==> src/rtl/count_sequencer.sv <==
// count_sequencer: latches a terminal count and prescale ratio, then steps q from 0 to the limit
// with pause, stop, auto-reload and a start/busy/done handshake.
module count_sequencer #(
  parameter int WIDTH = 4,
  parameter int PSC_W = 4
) (
  input  logic             clk,
  input  logic             reset,
  input  logic             start,
  input  logic             stop,
  input  logic             pause,
  input  logic             auto_reload,
  input  logic [WIDTH-1:0] limit,
  input  logic [PSC_W-1:0] prescale,
  output logic [WIDTH-1:0] q,
  output logic             tick,
  output logic             done,
  output logic             busy,
  output logic [1:0]       state
);
  typedef enum logic [1:0] {IDLE = 2'b00, RUN = 2'b01, HOLD = 2'b10, DONE = 2'b11} state_t;
  state_t cur, nxt;
  logic [WIDTH-1:0] limit_r;
  logic [PSC_W-1:0] psc_r, psc_cnt;
  logic go, step, wrap, last;
  assign go   = start && (cur == IDLE || (cur == DONE && !stop));
  assign step = cur == RUN && !stop && !pause && psc_cnt == psc_r;
  assign wrap = q == limit_r;
  assign last = (q + WIDTH'(1)) == limit_r;
  always_ff @(posedge clk or posedge reset)
    if (reset) cur <= IDLE;
    else cur <= nxt;
  always_comb begin
    nxt = cur;
    if (go) nxt = (limit == '0) ? DONE : RUN;
    else if (stop && cur != IDLE) nxt = IDLE;
    else if (cur == RUN) nxt = pause ? HOLD : (step && !wrap && last && !auto_reload) ? DONE : RUN;
    else if (cur == HOLD && !pause) nxt = RUN;
  end
  always_comb begin
    busy  = cur == RUN || cur == HOLD;
    state = cur;
  end
  // HOLD and the HOLD->RUN edge leave the datapath untouched, so a release resumes mid-prescale
  always_ff @(posedge clk or posedge reset)
    if (reset) begin
      q       <= '0;
      tick    <= 1'b0;
      done    <= 1'b0;
      limit_r <= '0;
      psc_r   <= '0;
      psc_cnt <= '0;
    end else begin
      tick <= step;
      done <= (step && !wrap && last) || (go && limit == '0);
      if (go) begin
        limit_r <= limit;
        psc_r   <= prescale;
        q       <= '0;
        psc_cnt <= '0;
      end else if (stop && cur != IDLE) begin
        q       <= '0;
        psc_cnt <= '0;
      end else if (step) begin
        psc_cnt <= '0;
        q       <= wrap ? '0 : q + WIDTH'(1);
      end else if (cur == RUN && !pause) psc_cnt <= psc_cnt + PSC_W'(1);
    end
endmodule
==> config.mk <==
export PLATFORM = sky130hd
export DESIGN_NAME = count_sequencer
export DESIGN_NICKNAME = d
export VERILOG_FILES = /design/src/rtl/count_sequencer.sv
export SDC_FILE = /design/constraint.sdc
export NUM_CORES = 1
export LEC_CHECK = 0
export BUFFER_PORTS_ARGS = -buffer_cell sky130_fd_sc_hd__clkbuf_2
export CELL_PAD_IN_SITES_DETAIL_PLACEMENT = 0
export CELL_PAD_IN_SITES_GLOBAL_PLACEMENT = 1
export CORE_ASPECT_RATIO = 2
export CORE_UTILIZATION = 42
export CTS_CLUSTER_SIZE = 16
export DETAILED_ROUTE_END_ITERATION = 12
export HOLD_SLACK_MARGIN = 0.03
export MAX_ROUTING_LAYER = met4
export PLACE_DENSITY_LB_ADDON = 0.1
export SLEW_MARGIN = 40
export SYNTH_ARGS = -nofsm -noshare
export SYNTH_HDL_FRONTEND = slang
export SYNTH_SLANG_ARGS = --single-unit
==> constraint.sdc <==
create_clock -name clk -period 2.48 [get_ports clk]
set_input_delay 0.744 -clock clk [delete_from_list [all_inputs] [get_ports clk]]
set_output_delay 0.744 -clock clk [all_outputs]
set_load 0.01 [all_outputs]
==> summary.md, run 1 <==
| Metric | Value |
|---|---|
| Hold Crit Class | `in -> async` |
| Maximum VDD drop | `0.571 mV` |
| Switching power | `0.501 mW` |
| MaxCap Viol Count | `0` |
| CTS Buffer Depth | `2` |
| CTS clk-pin slew, worst paths | `70 ps` |
| #FFs+latches synth | `20` |
| GR Util All Layers | `0.195` |
| FP Rows | `26` |
| CTS tree | `done` |
| Post-CTS Resized | `0` |
| Fin Hold WS | `452 ps` |
| Fillers | `256` |
| Max Freq | `0.498 GHz` |
| Die span in x | `39.1 µm` |
| Die area | `2980 µm²` |
| ANT cells | `0` |
| DR WL/cell | `15.3 µm` |
| Number of global-route vias before repair | `900` |
| Syn Nets | `124` |
| Maximum fanout along the worst path | `10` |
| Gate Count Post-Synth | `104` |
| Clock power frac | `0.183` |
| # setup viols final | `0` |
| Cell with the most instances after synthesis | `dfrtp_1` |
| Post-synth top area cell | `dfrtp_1` |
| Async SR Flop Fraction | `1.00` |
| Reg2reg start | `state[0]` |
| First-pass GRT wire length | `4000 µm` |
| Clk_lat worst skew | `260 ps` |
| R2R setup slack | `470 ps` |
| Proportion of layout cells with a drive suffix above 1 | `0.318` |
| I/O Pins | `23` |
| Critical Setup Path Class | `reg -> reg` |
| Core box area | `2570 µm²` |
| Post-CTS Setup Inserts | `0` |
| Area grow syn2layout | `16.3%` |
| Yosys cell types | `37` |
| Largest net degree at the start of global routing | `21` |
| Ys flop type | `dfrtp_1` |
| DRC | `0` |
| CTS sink cnt | `20` |
| Final setup TNS | `0 ps` |
| Hpwl dp | `1960 µm` |
| Switching Share | `0.371` |
| Initial DRC Count | `22` |
| RSZ-0062 raised after global routing | `false` |
| H-tree levels | `1` |
| Detail Route Antenna Nets | `0` |
| Crit path required time | `2660 ps` |
| Initial antenna violation count | `0` |
| Worst slew margin | `0.699` |
| Gr ovfl total | `0` |
| Pwr/cell area | `1000 nW/µm²` |
| Signal arrival time at the worst endpoint | `2190 ps` |
| Nets | `150` |
| Slew Viols, Final | `0` |
| Post-synth top cells | `dfrtp_1 (20), mux2_2 (8), nor3_1 (8), xor2_1 (8), ha_1 (6)` |
| Post-synthesis cell area | `1160 µm²` |
| R2R depth | `6` |
| Vias | `883` |
| Vias per cell | `5.62` |
| Synth top area share | `0.432` |
| Total leakage power | `0.621 nW` |
| Die Height | `76.2 µm` |
| PortBufs | `22` |
| R2R Path End | `q[3]` |
| Initial core utilization | `0.450` |
| Run status | `finished clean` |
| Detailed Route WL | `2400 µm` |
| Crit share post-route | `0.810` |
| Worst setup EP type | `flop` |
| Hold buffers post-CTS | `0` |
| Post-synth EDFFs | `0` |
| Max Clock Skew | `3.85 ps` |
| Hold Violations, Final | `0` |
| Comb power frac | `0.443` |
| Synthesis Warnings | `0` |
| Int Power | `0.850 mW` |
| Root Driver | `clkbuf_8` |
| Min cycle time layout | `2010 ps` |
| Seq pwr share | `0.375` |
| Startpoint Class | `flop` |
| Total CTS buffers | `3` |
| Area contributors post-synth | `dfrtp_1 (43%), mux2_2 (7.8%), ha_1 (6.5%)` |
| Drt pass-1 iters | `4` |
| Worst slew pin tran | `452 ps` |
| Placer Congestion | `0.796` |
| Post-synthesis sequential area ratio | `0.432` |
| Mapped Avg Cell Area | `11.1 µm²` |
==> layer usage <==
| metal | up-vias | track usage | part of all wire |
|---|---|---|---|
| met5 | - | - | 0 |
| met4 | 0 | 0.0621 | 0.014 |
| met3 | 4 | 0.0262 | 0.025 |
| met2 | 22 | 0.333 | 0.60 |
| met1 | 426 | 0.221 | 0.36 |
| li1 | 431 | - | - |
==> stage by stage <==
step | total power, mW | util | setup WS (ps) | cell area [µm²] | std cells
finish | 1.35 | 0.524 | 472 | 1350 | 157
global route | 1.46 | 0.524 | 327 | 1350 | 157
floorplan | 0.986 | - | 620 | 1160 | 104
detailed placement | 1.12 | 0.502 | 459 | 1290 | 153
global placement | 1.11 | 0.502 | 496 | 1290 | 153
CTS | 1.37 | 0.524 | 444 | 1350 | 157
==> sequential cells by signal, summed over array words and instances, names as in the netlist <==
register  count
limit_r       4
psc_cnt       4
psc_r         4
q             4
state         2
done          1
tick          1
==> cells in the final DEF (no fill, tap or decap), drive strengths merged, types with 4 or more instances in the layout <==
cell type,synthesis,layout
ha,6,6
nor2,4,4
mux2,8,8
clkbuf,0,26
dfrtp,20,20
inv,5,5
xnor2,6,6
nor3,8,8
xor2,8,8
==> worst max-delay path: stages, from the launching register on <==
cell and delay (ps):
dfrtp_1 420, inv_1 90, ha_1 270, o21a_1 230, or2_1 380, or3_1 400, o22ai_1 150
==> kinds of logic (layout without fill, tap and decap cells) <==
kind of cell	count (synthesis)	in the layout	share of synthesized area
xor gates and xnor gates	14	14	0.112
adders and majority gates	6	6	0.0649
muxes	9	9	0.0865
AOI/OAI and AO/OA	18	18	0.127
buffers and inverters	6	31	0.0259
DFF	20	20	0.432
and+or+nand+nor	31	31	0.151
==> power by group through the flow <==
stage,Sequential [mW],Clock [mW],Combinational [mW]
global placement,0.509,0,0.596
floorplan,0.502,0,0.483
detailed placement,0.517,0,0.607
global route,0.520,0.272,0.669
finish,0.506,0.247,0.598
CTS,0.509,0.252,0.609
==> how the worst max path moves through the flow <==
stage | from | endpoint | slack (ps) | depth (start not counted)
detailed placement | stop | q[3] | 460 | 5
finish | state[0] | q[3] | 470 | 6
global placement | stop | q[3] | 500 | 5
CTS | state[0] | q[3] | 440 | 6
global route | state[0] | q[3] | 330 | 6
floorplan | state[0] | q[3] | 620 | 7
==> final cells by class <==
cell class,count,area [µm²],area share
Clock buffer,4,55.1,0.0409
Inverter,5,18.8,0.0139
Multi-Input combinational cell,78,627,0.466
Sequential cell,20,500,0.372
Tap cell,28,35.0,0.0260
Timing Repair Buffer,22,110,0.0818
Power figures use the tool's default switching activity.
==> run 2: changes to the inputs <==
==> constraint.sdc (replaced) <==
create_clock -name clk -period 2.09 [get_ports clk]
set_input_delay 0.627 -clock clk [delete_from_list [all_inputs] [get_ports clk]]
set_output_delay 0.627 -clock clk [all_outputs]
set_load 0.01 [all_outputs]
==> summary.md, run 2 (synthesis gave the netlist of run 1 again) <==
| Metric | Value |
|---|---|
| Min cycle time layout | `1910 ps (-103 ps)` |
| H-tree levels | `1 (unchanged)` |
| Worst slew margin | `0.706 (+0.00678)` |
| Detailed Route WL | `2470 µm (+2.9%)` |
| Hold Crit Class | `in -> async` |
| Post-CTS Resized | `0 (unchanged)` |
| R2R depth | `6 (unchanged)` |
| RSZ-0062 raised after global routing | `false` |
| Startpoint Class | `flop` |
| Pwr/cell area | `1190 nW/µm² (+19%)` |
| Number of global-route vias before repair | `935 (+3.9%)` |
| Worst slew pin tran | `441 ps (-10.2 ps)` |
| Area grow syn2layout | `18.3%` |
| Reg2reg start | `state[0]` |
| Hpwl dp | `2060 µm (+5.2%)` |
| Die area | `2980 µm² (unchanged)` |
| Final core utilization | `0.533 (+0.00876)` |
| Vias | `887 (+0.45%)` |
| Setup ws final | `185 ps (-287 ps)` |
| R2R Path End | `q[3]` |
| Total leakage power | `0.638 nW (+2.6%)` |
| Final setup TNS | `0 ps (unchanged)` |
| Hold buffers post-CTS | `0 (unchanged)` |
| Max Clock Skew | `3.77 ps (-0.0816 ps)` |
| Drt pass-1 iters | `4 (unchanged)` |
| WP buf/inv | `1 (unchanged)` |
| Worst slack, placed | `179 ps (-280 ps)` |
| Total CTS buffers | `3 (unchanged)` |
| DRC | `0 (unchanged)` |
| Detail Route Antenna Nets | `0 (unchanged)` |
| CP max stage cell | `dfrtp_1` |
| Die Height | `76.2 µm (unchanged)` |
| Maximum fanout along the worst path | `5 (-5)` |
| MaxCap Viol Count | `0 (unchanged)` |
| Max Freq | `0.525 GHz (+5.4%)` |
| CTS tree | `done` |
| CTS Buffer Depth | `2 (unchanged)` |
| Hold Violations, Final | `0 (unchanged)` |
| Initial DRC Count | `7 (-68%)` |
| Critical Path, Cell by Cell | `inv_1 > ha_1 > o21a_1 > or2_1 > or3_1 > o22ai_1` |
| Core box area | `2570 µm² (unchanged)` |
| Initial core utilization | `0.450 (unchanged)` |
| First-pass GRT wire length | `4020 µm (+0.50%)` |
| CTS sink cnt | `20 (unchanged)` |
| # setup viols final | `0 (unchanged)` |
| Crit path largest cell delay | `420 ps (about the same)` |
| Crit path required time | `2280 ps (-380 ps)` |
| Family with the most delay on the worst path | `simple AND/OR/NAND/NOR gates` |
| Root Driver | `clkbuf_8` |
| Initial antenna violation count | `0 (unchanged)` |
| Clk_lat worst skew | `260 ps (about the same)` |
| Largest net degree at the start of global routing | `21 (unchanged)` |
| Most common cell after layout, fill and taps aside | `clkbuf_2` |
| Vias per cell | `5.54 (-1.4%)` |
| Critical Setup Path Class | `reg -> reg` |
| PortBufs | `22 (unchanged)` |
| Post-CTS Setup Inserts | `0 (unchanged)` |
| Nets | `153 (+2.0%)` |
| DR WL/cell | `15.4 µm (+0.99%)` |
| Die span in x | `39.1 µm (unchanged)` |
| ANT cells | `0 (unchanged)` |
| I/O Pins | `23 (unchanged)` |
| Run status | `finished clean` |
| Placer Congestion | `0.808 (+1.4%)` |
| Maximum VDD drop | `0.667 mV (+17%)` |
| Worst setup EP type | `flop` |
| GR Util All Layers | `0.198 (+0.00250)` |
| Proportion of layout cells with a drive suffix above 1 | `0.326 (+0.00793)` |
| Signal arrival time at the worst endpoint | `2090 ps (-100 ps)` |
| Slew Viols, Final | `0 (unchanged)` |
| Gr ovfl total | `0 (unchanged)` |
| Crit share post-route | `0.912 (+0.102)` |
| R2R setup slack | `180 ps (-290 ps)` |
| Most frequent cells in the layout | `clkbuf_2 (22), dfrtp_1 (20), nor3_1 (8), mux2_2 (8), xor2_1 (8)` |
| CTS clk-pin slew, worst paths | `70 ps (about the same)` |
| FP Rows | `26 (unchanged)` |
[run 2: how the worst max path moves through the flow]
stage	start	end	slack, ps	depth (start not counted)
global route	state[0]	q[3]	100	6
finish	state[0]	q[3]	180	6
global placement	state[0]	q[3]	180	6
floorplan	state[0]	q[3]	230	7
CTS	state[0]	q[3]	160	6
detailed placement	state[0]	q[3]	180	6
[run 2: routing by layer]
layer / routed length, µm / GRT usage / vias to the layer above
li1: - / - / 437
met1: 893 / 0.191 / 423
met2: 1430 / 0.342 / 18
met3: 50 / 0.0233 / 9
met4: 93 / 0.117 / 0
met5: 0 / - / -
[run 2: per-stage QoR]
stage                     hold WS [ps]  power (mW)  cells  instance area [µm²]
after floorplan                    500        1.17    104                 1160
after global placement             513        1.33    156                 1310
after detailed placement           522        1.36    156                 1310
after CTS                          362        1.65    160                 1370
after global routing               377        1.74    160                 1370
final                              353        1.63    160                 1370
[run 2: layout make-up]
| type | count | area, µm² |
|---|---|---|
| clock buffer | 4 | 55.1 |
| fill | 254 | 1200 |
| inverter | 5 | 18.8 |
| multi-input combinational | 78 | 627 |
| sequential | 20 | 500 |
| tap | 28 | 35.0 |
| timing repair buffer | 25 | 133 |
[run 2: tightest hold or removal path: cells and delay by family]
family   cells  cell delay, ps
buf+inv      3             380
[run 2: power by group]
group | total, mW | switching [mW] | internal, mW
Combinational | 0.732 | 0.373 | 0.358
Clock | 0.296 | 0.128 | 0.168
Sequential | 0.603 | 0.104 | 0.499
Total | 1.63 | 0.605 | 1.03
==> run 3: changes to the inputs <==
--- a/config.mk
+++ b/config.mk
@@ -9,10 +9,10 @@
 export CELL_PAD_IN_SITES_DETAIL_PLACEMENT = 0
 export CELL_PAD_IN_SITES_GLOBAL_PLACEMENT = 1
 export CORE_ASPECT_RATIO = 2
-export CORE_UTILIZATION = 42
+export CORE_UTILIZATION = 40
 export CTS_CLUSTER_SIZE = 16
 export DETAILED_ROUTE_END_ITERATION = 12
-export HOLD_SLACK_MARGIN = 0.03
+export HOLD_SLACK_MARGIN = 0.06
 export MAX_ROUTING_LAYER = met4
 export PLACE_DENSITY_LB_ADDON = 0.1
 export SLEW_MARGIN = 40
==> summary.md, run 3 (synthesis gave the netlist of run 1 again) <==
| Metric | Value |
|---|---|
| I/O Pins | `23 (unchanged)` |
| Total CTS buffers | `3 (unchanged)` |
| Clock power frac | `0.155 (-0.026)` |
| Final setup TNS | `0 ps (unchanged)` |
| Detail Route Antenna Nets | `0 (unchanged)` |
| Gr ovfl total | `0 (unchanged)` |
| Most frequent cells in the layout | `clkbuf_2 (22), dfrtp_1 (20), nor3_1 (8), mux2_2 (8), xor2_1 (8)` |
| Nets | `153 (unchanged)` |
| RSZ-0062 raised after global routing | `false` |
| Slew Viols, Final | `0 (unchanged)` |
| Switching Share | `0.377 (+0.00624)` |
| Crit share post-route | `0.925 (+0.0131)` |
| PortBufs | `22 (unchanged)` |
| Vias per cell | `5.48 (-1.1%)` |
| ANT cells | `0 (unchanged)` |
| GR Util All Layers | `0.193 (-0.00488)` |
| R2R depth | `6 (unchanged)` |
| Startpoint Class | `flop` |
| MaxCap Viol Count | `0 (unchanged)` |
| Core box area | `2740 µm² (+6.5%)` |
| First-pass GRT wire length | `4020 µm (unchanged)` |
| Max Clock Skew | `4.21 ps (+0.441 ps)` |
| Hold buffers post-CTS | `0 (unchanged)` |
| # setup viols final | `0 (unchanged)` |
| Run status | `finished clean` |
| Worst slew margin | `0.665 (-0.0408)` |
| Area grow syn2layout | `17.2%` |
| Number of global-route vias before repair | `911 (-2.6%)` |
| Drt pass-1 iters | `4 (unchanged)` |
| R2R setup slack | `160 ps (-30 ps)` |
| CTS Buffer Depth | `2 (unchanged)` |
| DRC | `0 (unchanged)` |
| Worst setup EP type | `flop` |
| Maximum VDD drop | `0.532 mV (-20%)` |
| Critical Setup Path Class | `reg -> reg` |
| Detailed Route WL | `2470 µm (about the same)` |
| Proportion of layout cells with a drive suffix above 1 | `0.321 (-0.00515)` |
| Initial antenna violation count | `0 (unchanged)` |
| Clk_lat worst skew | `250 ps (about the same)` |
| Max Freq | `0.517 GHz (-1.4%)` |
| Signal arrival time at the worst endpoint | `2110 ps (+20 ps)` |
| Die area | `3130 µm² (+4.8%)` |
| Comb power frac | `0.467 (+0.018)` |
| Switching power | `0.603 mW (-0.42%)` |
| Int Power | `0.994 mW (-3.0%)` |
| Total leakage power | `0.630 nW (-1.2%)` |
| Seq pwr share | `0.378 (+0.008)` |
| Initial DRC Count | `18 (+11)` |
| Largest net degree at the start of global routing | `21 (unchanged)` |
| Initial core utilization | `0.423 (-0.0274)` |
| Most common cell after layout, fill and taps aside | `clkbuf_2` |
| Post-CTS Setup Inserts | `0 (unchanged)` |
| Die span in x | `40.0 µm (+2.3%)` |
| Worst slew pin tran | `498 ps (+56.7 ps)` |
| Crit path required time | `2270 ps (about the same)` |
| CTS clk-pin slew, worst paths | `70 ps (about the same)` |
| Pwr/cell area | `1180 nW/µm² (-1.2%)` |
| Setup ws final | `157 ps (-27.4 ps)` |
| Post-CTS Resized | `0 (unchanged)` |
| DR WL/cell | `15.4 µm (about the same)` |
| CTS sink cnt | `20 (unchanged)` |
| H-tree levels | `1 (unchanged)` |
| Hold Crit Class | `in -> async` |
| FP Rows | `27 (+3.8%)` |
| Hold Violations, Final | `0 (unchanged)` |
| CTS tree | `done` |
| Min cycle time layout | `1930 ps (+27.4 ps)` |
| Root Driver | `clkbuf_8` |
| Pwr Total | `1.60 mW (-2.1%)` |
| Hpwl dp | `2040 µm (-1.1%)` |
| Vias | `877 (-1.1%)` |
| Placer Congestion | `0.844 (+4.5%)` |
| Maximum fanout along the worst path | `5 (unchanged)` |
| Worst slack, placed | `159 ps (-20.2 ps)` |
| Die Height | `78.1 µm (+2.4%)` |
==> run 3: critical path: stages, from the launching register on <==
cell     delay [ps]
dfrtp_1         430
inv_1            90
ha_1            280
o21a_1          240
or2_1           310
or3_1           360
o22ai_1         150
==> run 3: stage by stage <==
stage	instance area (µm²)	hold WS, ps	std cells	utilization
2_1_floorplan	1160	500	104	-
3_3_place_gp	1320	511	157	0.481
3_5_place_dp	1320	516	157	0.481
4_1_cts	1360	373	160	0.496
5_1_grt	1360	400	160	0.496
6_report	1360	362	160	0.496
==> run 3: final cells by class <==
type,count,area [µm²]
Clock buffer,3,41.3
Fill cell,252,1380
Inverter,5,18.8
Multi-Input combinational cell,78,627
Sequential cell,20,500
Tap cell,29,36.3
Timing Repair Buffer,25,133
==> run 3: final timing paths <==
| path | from | endpoint |
|---|---|---|
| max in group asynchronous | reset | tick |
| setup reg to reg | state[0] | q[3] |
| hold reg to reg | limit_r[0] | limit_r[0] |
| min in group clk | limit_r[0] | limit_r[0] |
| hold / removal | reset | limit_r[1] |
| setup / recovery | state[0] | q[3] |
==> run 3: power groups by stage <==
| stage | Clock, mW | Combinational [mW] | Sequential [mW] |
|---|---|---|---|
| final | 0.247 | 0.747 | 0.604 |
| after global routing | 0.261 | 0.829 | 0.618 |
| after CTS | 0.248 | 0.758 | 0.605 |
| after detailed placement | 0 | 0.752 | 0.613 |
| after global placement | 0 | 0.746 | 0.608 |
| after floorplan | 0 | 0.574 | 0.596 |
==> run 3: routing by layer <==
layer / routed length (µm) / global-route usage
met2: 1480 / 0.332
met1: 896 / 0.207
met3: 59 / 0.0254
met5: 0 / -
met4: 35 / 0.0724
